`src/rtl/matrix_scan.sv`:
```
// Row-multiplexed 16x16 LED driver: snapshots ball/paddle positions once per frame, shifts each row word out
// column 15 first (two clocks per bit), latches it, then holds the one-hot row select for DWELL cycles.
module matrix_scan #(
    parameter int DWELL      = 16,
    parameter int PADDLE_LEN = 3
) (
    input  logic        clk,
    input  logic        reset_n,
    input  logic [3:0]  ball_x,
    input  logic [3:0]  ball_y,
    input  logic [3:0]  lpad,
    input  logic [3:0]  rpad,
    output logic        sdo,
    output logic        sclk,
    output logic        latch,
    output logic [15:0] row,
    output logic        frame_start
);

    localparam logic [1:0] S_LOAD  = 2'd0;
    localparam logic [1:0] S_SHIFT = 2'd1;
    localparam logic [1:0] S_LATCH = 2'd2;
    localparam logic [1:0] S_HOLD  = 2'd3;

    localparam logic [7:0] DWELL_LAST = (DWELL == 0) ? 8'd0 : 8'(DWELL - 1);
    localparam logic [4:0] PAD_EXT    = 5'(PADDLE_LEN - 1);

    logic [1:0]  state_q, state_d;
    logic [3:0]  rc_q, rc_d;
    logic [4:0]  bit_cnt_q, bit_cnt_d;
    logic [7:0]  dwell_q, dwell_d;
    logic [15:0] shreg_q, shreg_d;
    logic [15:0] row_nxt_q, row_nxt_d;
    logic [3:0]  snap_bx_q, snap_bx_d;
    logic [3:0]  snap_by_q, snap_by_d;
    logic [3:0]  snap_lp_q, snap_lp_d;
    logic [3:0]  snap_rp_q, snap_rp_d;
    logic        sdo_q, sdo_d;
    logic        sclk_q, sclk_d;
    logic        latch_q, latch_d;
    logic        frame_start_q, frame_start_d;
    logic [15:0] row_q, row_d;

    // Paddle extent is evaluated in 5 bits so a paddle near the bottom clips instead of wrapping.
    function automatic logic [15:0] render(input logic [3:0] bx, input logic [3:0] by,
                                           input logic [3:0] lp, input logic [3:0] rp,
                                           input logic [3:0] r);
        logic [15:0] word;
        word = '0;
        if (by == r)
            word[bx] = 1'b1;
        if ((r >= lp) && ({1'b0, r} <= ({1'b0, lp} + PAD_EXT)))
            word[0] = 1'b1;
        if ((r >= rp) && ({1'b0, r} <= ({1'b0, rp} + PAD_EXT)))
            word[15] = 1'b1;
        return word;
    endfunction

    always_comb begin
        state_d       = state_q;
        rc_d          = rc_q;
        bit_cnt_d     = bit_cnt_q;
        dwell_d       = dwell_q;
        shreg_d       = shreg_q;
        row_nxt_d     = row_nxt_q;
        snap_bx_d     = snap_bx_q;
        snap_by_d     = snap_by_q;
        snap_lp_d     = snap_lp_q;
        snap_rp_d     = snap_rp_q;
        sdo_d         = sdo_q;
        sclk_d        = sclk_q;
        latch_d       = 1'b0;
        frame_start_d = 1'b0;
        // The row select follows the latch strobe by one cycle, so the old row stays lit until then.
        row_d         = latch_q ? row_nxt_q : row_q;

        case (state_q)
            S_LOAD: begin
                if (rc_q == 4'd0) begin
                    snap_bx_d     = ball_x;
                    snap_by_d     = ball_y;
                    snap_lp_d     = lpad;
                    snap_rp_d     = rpad;
                    frame_start_d = 1'b1;
                    shreg_d       = render(ball_x, ball_y, lpad, rpad, rc_q);
                end else begin
                    shreg_d = render(snap_bx_q, snap_by_q, snap_lp_q, snap_rp_q, rc_q);
                end
                bit_cnt_d = '0;
                state_d   = S_SHIFT;
            end
            S_SHIFT: begin
                if (!bit_cnt_q[0]) begin
                    sdo_d  = shreg_q[15];
                    sclk_d = 1'b0;
                end else begin
                    sclk_d  = 1'b1;
                    shreg_d = {shreg_q[14:0], 1'b0};
                end
                bit_cnt_d = bit_cnt_q + 5'd1;
                if (bit_cnt_q == 5'd31)
                    state_d = S_LATCH;
            end
            S_LATCH: begin
                sclk_d    = 1'b0;
                latch_d   = 1'b1;
                row_nxt_d = 16'(1) << rc_q;
                dwell_d   = '0;
                if (DWELL == 0) begin
                    rc_d    = rc_q + 4'd1;
                    state_d = S_LOAD;
                end else begin
                    state_d = S_HOLD;
                end
            end
            S_HOLD: begin
                if (dwell_q == DWELL_LAST) begin
                    rc_d    = rc_q + 4'd1;
                    state_d = S_LOAD;
                end else begin
                    dwell_d = dwell_q + 8'd1;
                end
            end
            default: state_d = S_LOAD;
        endcase
    end

    always_ff @(posedge clk or negedge reset_n) begin
        if (!reset_n) begin
            state_q       <= S_LOAD;
            rc_q          <= '0;
            bit_cnt_q     <= '0;
            dwell_q       <= '0;
            shreg_q       <= '0;
            row_nxt_q     <= '0;
            snap_bx_q     <= '0;
            snap_by_q     <= '0;
            snap_lp_q     <= '0;
            snap_rp_q     <= '0;
            sdo_q         <= 1'b0;
            sclk_q        <= 1'b0;
            latch_q       <= 1'b0;
            frame_start_q <= 1'b0;
            row_q         <= '0;
        end else begin
            state_q       <= state_d;
            rc_q          <= rc_d;
            bit_cnt_q     <= bit_cnt_d;
            dwell_q       <= dwell_d;
            shreg_q       <= shreg_d;
            row_nxt_q     <= row_nxt_d;
            snap_bx_q     <= snap_bx_d;
            snap_by_q     <= snap_by_d;
            snap_lp_q     <= snap_lp_d;
            snap_rp_q     <= snap_rp_d;
            sdo_q         <= sdo_d;
            sclk_q        <= sclk_d;
            latch_q       <= latch_d;
            frame_start_q <= frame_start_d;
            row_q         <= row_d;
        end
    end

    assign sdo         = sdo_q;
    assign sclk        = sclk_q;
    assign latch       = latch_q;
    assign row         = row_q;
    assign frame_start = frame_start_q;

endmodule

```
`config.mk`:
```
export PLATFORM = sky130hd
export DESIGN_NAME = matrix_scan
export DESIGN_NICKNAME = d
export VERILOG_FILES = /design/src/rtl/matrix_scan.sv
export SDC_FILE = /design/constraint.sdc
export NUM_CORES = 1
export LEC_CHECK = 0
export CAP_MARGIN = 15
export CORE_MARGIN = 2
export CORE_UTILIZATION = 53
export CTS_CLUSTER_SIZE = 16
export DETAILED_ROUTE_END_ITERATION = 12
export PLACE_DENSITY = 0.77
export SLEW_MARGIN = 10
export SYNTH_ARGS = -nofsm -noshare
export SYNTH_HDL_FRONTEND = slang
export SYNTH_SLANG_ARGS = --single-unit
```
`constraint.sdc`:
```
create_clock -name clk -period 2.1 [get_ports clk]
set_input_delay 0.525 -clock clk [delete_from_list [all_inputs] [get_ports clk]]
set_output_delay 0.525 -clock clk [all_outputs]
set_load 0.005 [all_outputs]
```
# After elaboration in Yosys (flattened, before gate mapping)
# Index checks and enable logic that the tools add are counted.
# Widths: inputs -> output; s select.
[word_totals]
register_bits = 87
in_bits = 18
out_inout_bits = 20
word_cells = 88
[op_classes]
add_sub_neg = 7
n_lt_le_gt_ge = 12
n_eq_ne = 11
n_shift = 1
mux = 24
bitwise = 1
n_reduce_logical = 17
[op_table]
columns = ["op", "count"]
rows = [
  ["$mux 16", 4],
  ["$pmux 16 s2", 1],
  ["$add 4x2->5 const B", 4],
  ["$le 4x5->1", 4],
  ["$ge 4x4->1", 4],
  ["$pmux 8 s2", 1],
  ["$shl 1x4->16 const A", 1],
  ["$reduce_and 2->1", 6],
  ["$lt 4x5->1 const B", 2],
  ["$mux 1", 10],
  ["$pmux 5 s2", 1],
  ["$add 8x1->8 const B", 1],
  ["$demux 1 s4", 2],
  ["$eq 4x4->1", 2],
  ["$eq 8x4->1 const B", 1],
  ["$ge 4x1->1 const B", 2],
  ["$mux 8", 1],
  ["$ne 2x2->1 const B", 4],
  ["$pmux 2 s4", 1],
  ["$logic_and 1x1->1", 6],
  ["$reduce_bool 2->1", 3],
  ["$add 5x1->5 const B", 1],
  ["$eq 5x5->1 const B", 1],
  ["$add 4x1->4 const B", 1],
  ["7 further kinds", 9],
]

# Logic depth before layout (Yosys ltp)
[depth]
depth_word = 8
ltp_mapped = 8
ltp_nobuf = 8

# Worst setup path before layout
# OpenSTA, ideal clock, no wires.
[synth_path]
path_kind = "reg2reg"
startpoint = "register rc_q[1]"
endpoint = "register snap_bx_q[0]"
setup_ps = 125
t_arrival_ps = 2056
required_ps = 1975
path_slack_ps = -81
stages_incl_launch_ff = 8
path_buffers = 2
period_less_slack_ps = 2181
cell_sequence = "dfrtp_1 > inv_1 > ha_1 > nor3b_2 > and2_1 > clkbuf_1 > buf_2 > mux2_2"
[synth_via]
elab_chain_len = 2
[synth_lines]
columns = ["item", "line_no", "rtl"]
rows = [
  ["start, declared", "29", "logic [3:0] rc_q, rc_d;"],
  ["start signal, assigned", "147", "rc_q <= rc_d;"],
  ["$logic_not 4->1", "79", "if (rc_q == 4'd0) begin"],
  ["$reduce_and 2->1 (no line)", "n/a", ""],
  ["end signal, assigned", "152", "snap_bx_q <= snap_bx_d;"],
  ["end, declared", "34", "logic [3:0] snap_bx_q, snap_bx_d;"],
]
# No other way between the ends.
# A chain may end at the register's enable or synchronous reset.

# Worst setup path in the final report
[layout_path]
startpoint = "register rc_q[0]"
endpoint = "register shreg_q[7]"
[layout_via]
elab_chain_len = 4
elab_cells_between_ends = 7
classes_between = "eq/ne: 2; mux: 4; reduce/logical: 1"
[layout_lines]
columns = ["item", "line_no", "rtl"]
rows = [
  ["$eq 4x4->1", "50", "if (by == r)"],
  ["$mux 16", "50", ""],
  ["$mux 16 *", "79", ""],
  ["$pmux 16 s2 *", "77", "case (state_q)"],
  ["end signal, assigned", "150", "shreg_q <= shreg_d;"],
  ["end, declared", "32", "logic [15:0] shreg_q, shreg_d;"],
]
# Mark *: on every way between the ends. The rest lies on a longest branch, timed or not.

==> impl_results.md <==
- Critical Path RT: 2360 ps
- Psw: roughly 0.00075 W
- Worst-Margin Slew: 513 ps
- Asr flop ratio synth: 1.00
- Max cap viols: 0
- Row Count: 35
- Yosys warnings: 0
- Peak VDD IR: slightly above 0.4 mV
- DR WL/cell: around 16 um
- Clk sinks: 87
- Crit Reg-Reg Startpoint: rc_q[0]$_DFFE_PN0P_
- Crit Path Max Fanout: 6
- Synth cell types: 55
- Reg area: about 2200 um^2
- Area share of the largest cell type after synthesis: 0.443
- Gr ovfl total: 0
- Clock period minus worst slack: 2070 ps
- Detailed Routing Iterations Pass 1: 5
- Later-pin clock latency in the skew report: approximately 350 ps
- Multi-input logic area: 2560 um^2
- Layout Skew: roughly 7.8 ps
- Die Y: roughly 100 um
- Die area: 10,000 um^2
- CTS tree: done
- Share of cells above drive strength 1: 0.199
- Core Region: 9110 um^2
- Total routed wirelength: between 10,000 and 15,000 um
- Port bufs: 37
- Layout Area Growth over Synthesis: 21.9%
- Largest net degree at the start of global routing: between 40 and 50
- Reg2Reg Capture Point: shreg_q[7]$_DFFE_PN0P_
- Worst-path clk slew: 90 ps
- Main flop type after synthesis: dfrtp_1
- Ports: 38
- Pwr Density: 559 nW/um^2
- Power share of the clock group: 0.420
- Fillers: 724
- ANT cells: 0
- Cell area after synthesis: roughly 5000 um^2
- Die W: approximately 100 um
- Sw frac: 0.224
- Mean post-synth cell area: 10.2 um^2
- Hold WC Path Type: input port to async pin
- Critical path endpoint category: register
- H-tree Lvls: 3
- Initial antenna violation count: 0
- Critical path type: register to register
- Setup TNS: 0 ps
- Vias in the first global route: 3,946
- GP Congestion: approximately 0.84
- Fin Hold WS: ~70 ps
- Dpl hpwl: just under 8000 um
- Combinational share of power: 0.070
- Hold Buf Count CTS: 0
- Crit path DAT: 2340 ps
- Total number of vias: between 3,000 and 4,000
- Initial Util: 0.539
- Post-synth EDFFs: 0
- Sequential-to-total area share from yosys stat: 0.443
- Via/cell ratio: just under 6
- Worst R2R Path Depth: 6
- Final worst-path cycle share: 0.987
- Max_slew headroom: 0.658
- Leading area contributor after synthesis: dfrtp_1
- Sequential fraction of design power: 0.510
- Mapped Nets: about 540
- Max clock buf depth: 2
- Hold Vio Cnt, Final: 0
- Drc violations: 0
- Internal: around 0.0026 W
- Top cells by area, synth: dfrtp_1, ha_1, mux2_2, o21ai_0, nand2_1
- CP startpoint kind: register
- Leakage: ~2.7 nW
- Total GRT Usage: 0.226
- Cells after Synth: 480
- FF+latch count, synth: 87
- Drt initial violations: about 180
- Wire length of the first global-routing pass: roughly 18,000 um
- RSZ-0062 raised after global routing: true
- Status: finished, final reports clean
- Total CTS buffers: 9
- Final setup vio count: 0
- F_max: roughly 480 MHz
- Antenna-violating nets left: 0
- R2R setup slack: between 20 and 30 ps
- Fin nets: 611
- Final slew viol count: 0
- CTS root buf: clkbuf_8
==> power by group through the flow <==
stage | Clock, W | Combinational [W] | Sequential (W)
4_1_cts | 0.00144 | 0.000229 | 0.00170
2_1_floorplan | 0 | 0.000100 | 0.00173
6_report | 0.00140 | 0.000233 | 0.00171
5_1_grt | 0.00152 | 0.000263 | 0.00171
3_3_place_gp | 0 | 0.000213 | 0.00174
3_5_place_dp | 0 | 0.000227 | 0.00174
==> final cells by class <==
type | instances | area share
Sequential cell | 87 | 0.364
Inverter | 43 | 0.0270
Clock buffer | 9 | 0.0207
Timing Repair Buffer | 78 | 0.117
Clock inverter | 6 | 0.0196
Tap cell | 111 | 0.0232
Multi-Input combinational cell | 329 | 0.428
==> cells by family (layout without fill, tap and decap cells) <==
kind of cell | count (synthesis) | after routing | share of synthesized area
compound gates | 123 | 123 | 0.164
xor+xnor | 18 | 18 | 0.0321
fa+ha+maj | 45 | 45 | 0.115
buf+inv | 64 | 136 | 0.0510
flops | 87 | 87 | 0.443
mux | 35 | 35 | 0.0800
simple gates | 108 | 108 | 0.114
==> sequential cells by signal, indices dropped and copies added, names as in the netlist <==
register,cells
sclk,1
shreg_q,16
state_q,2
row,16
row_nxt_q,16
bit_cnt_q,5
rc_q,4
latch,1
dwell_q,8
snap_by_q,4
snap_rp_q,4
snap_lp_q,4
snap_bx_q,4
sdo,1
frame_start,1
==> layer usage <==
layer	global-route usage	wire, um	vias to the layer above
met4	0.0674	151	0
met5	0	0	-
met2	0.400	5420	82
met1	0.281	4630	1872
met3	0.0439	375	15
li1	-	-	1857
==> cells in the final DEF, fill, tap and decap left out, drive strengths merged, types with 11 or more instances in the layout <==
cell type,instances
buf,42
ha,45
mux2,31
clkdlybuf4s50,32
o22ai,12
dfrtp,87
inv,45
nand2,45
a31oi,14
nor2,11
a221oi,14
xnor2,16
o21ai,43
==> stage by stage <==
| stage | cells | worst slack [ps] | area, um^2 | utilization | power (W) |
|---|---|---|---|---|---|
| after floorplan | 480 | 31.2 | 4920 | - | 0.00183 |
| after global placement | 644 | -448 | 5640 | 0.619 | 0.00195 |
| after detailed placement | 644 | -553 | 5640 | 0.619 | 0.00196 |
| after CTS | 659 | 35.5 | 5890 | 0.647 | 0.00337 |
| after global routing | 663 | -40.3 | 5990 | 0.657 | 0.00349 |
| final | 663 | 27.1 | 5990 | 0.657 | 0.00334 |
==> timing repair <==
item / CTS / global route
buffers inserted: 0 / 4
pin swaps: 2 / 7
gates resized for setup: 8 / 14
setup endpoints to repair: 6 / 23
==> worst max-delay path, stage by stage, from the launching register on <==
cell and delay, ps:
dfrtp_1 440, buf_4 170, xnor2_1 150, nand4_1 340, nor3_1 480, a221oi_1 170, o21ai_0 230
==> how the worst max path moves through the flow <==
stage | startpoint | cells past startpoint | endpoint
final | rc_q[0]$_DFFE_PN0P_ | 6 | shreg_q[7]$_DFFE_PN0P_
after CTS | lpad[1] | 8 | shreg_q[0]$_DFFE_PN0P_
after detailed placement | rpad[1] | 9 | shreg_q[15]$_DFFE_PN0P_
after floorplan | rc_q[1]$_DFFE_PN0P_ | 7 | snap_bx_q[0]$_DFFE_PN0P_
after global routing | rc_q[0]$_DFFE_PN0P_ | 6 | shreg_q[7]$_DFFE_PN0P_
after global placement | rpad[1] | 9 | shreg_q[15]$_DFFE_PN0P_
==> synth_stat cells (4+ instances only) <==
master / number
clkbuf_1: 16
o22ai_1: 12
nor2_1: 11
inv_1: 43
nand3_1: 8
nand2_1: 45
mux2_2: 30
xnor2_1: 16
o21ai_0: 37
nand4_1: 4
a221oi_1: 14
a211oi_1: 6
dfrtp_1: 87
a21oi_1: 10
nand2b_1: 7
o21ai_1: 6
mux2i_1: 4
ha_1: 45
a31oi_1: 14
nor2b_1: 7
nor3_1: 6
(Power assumes the default switching activity.)
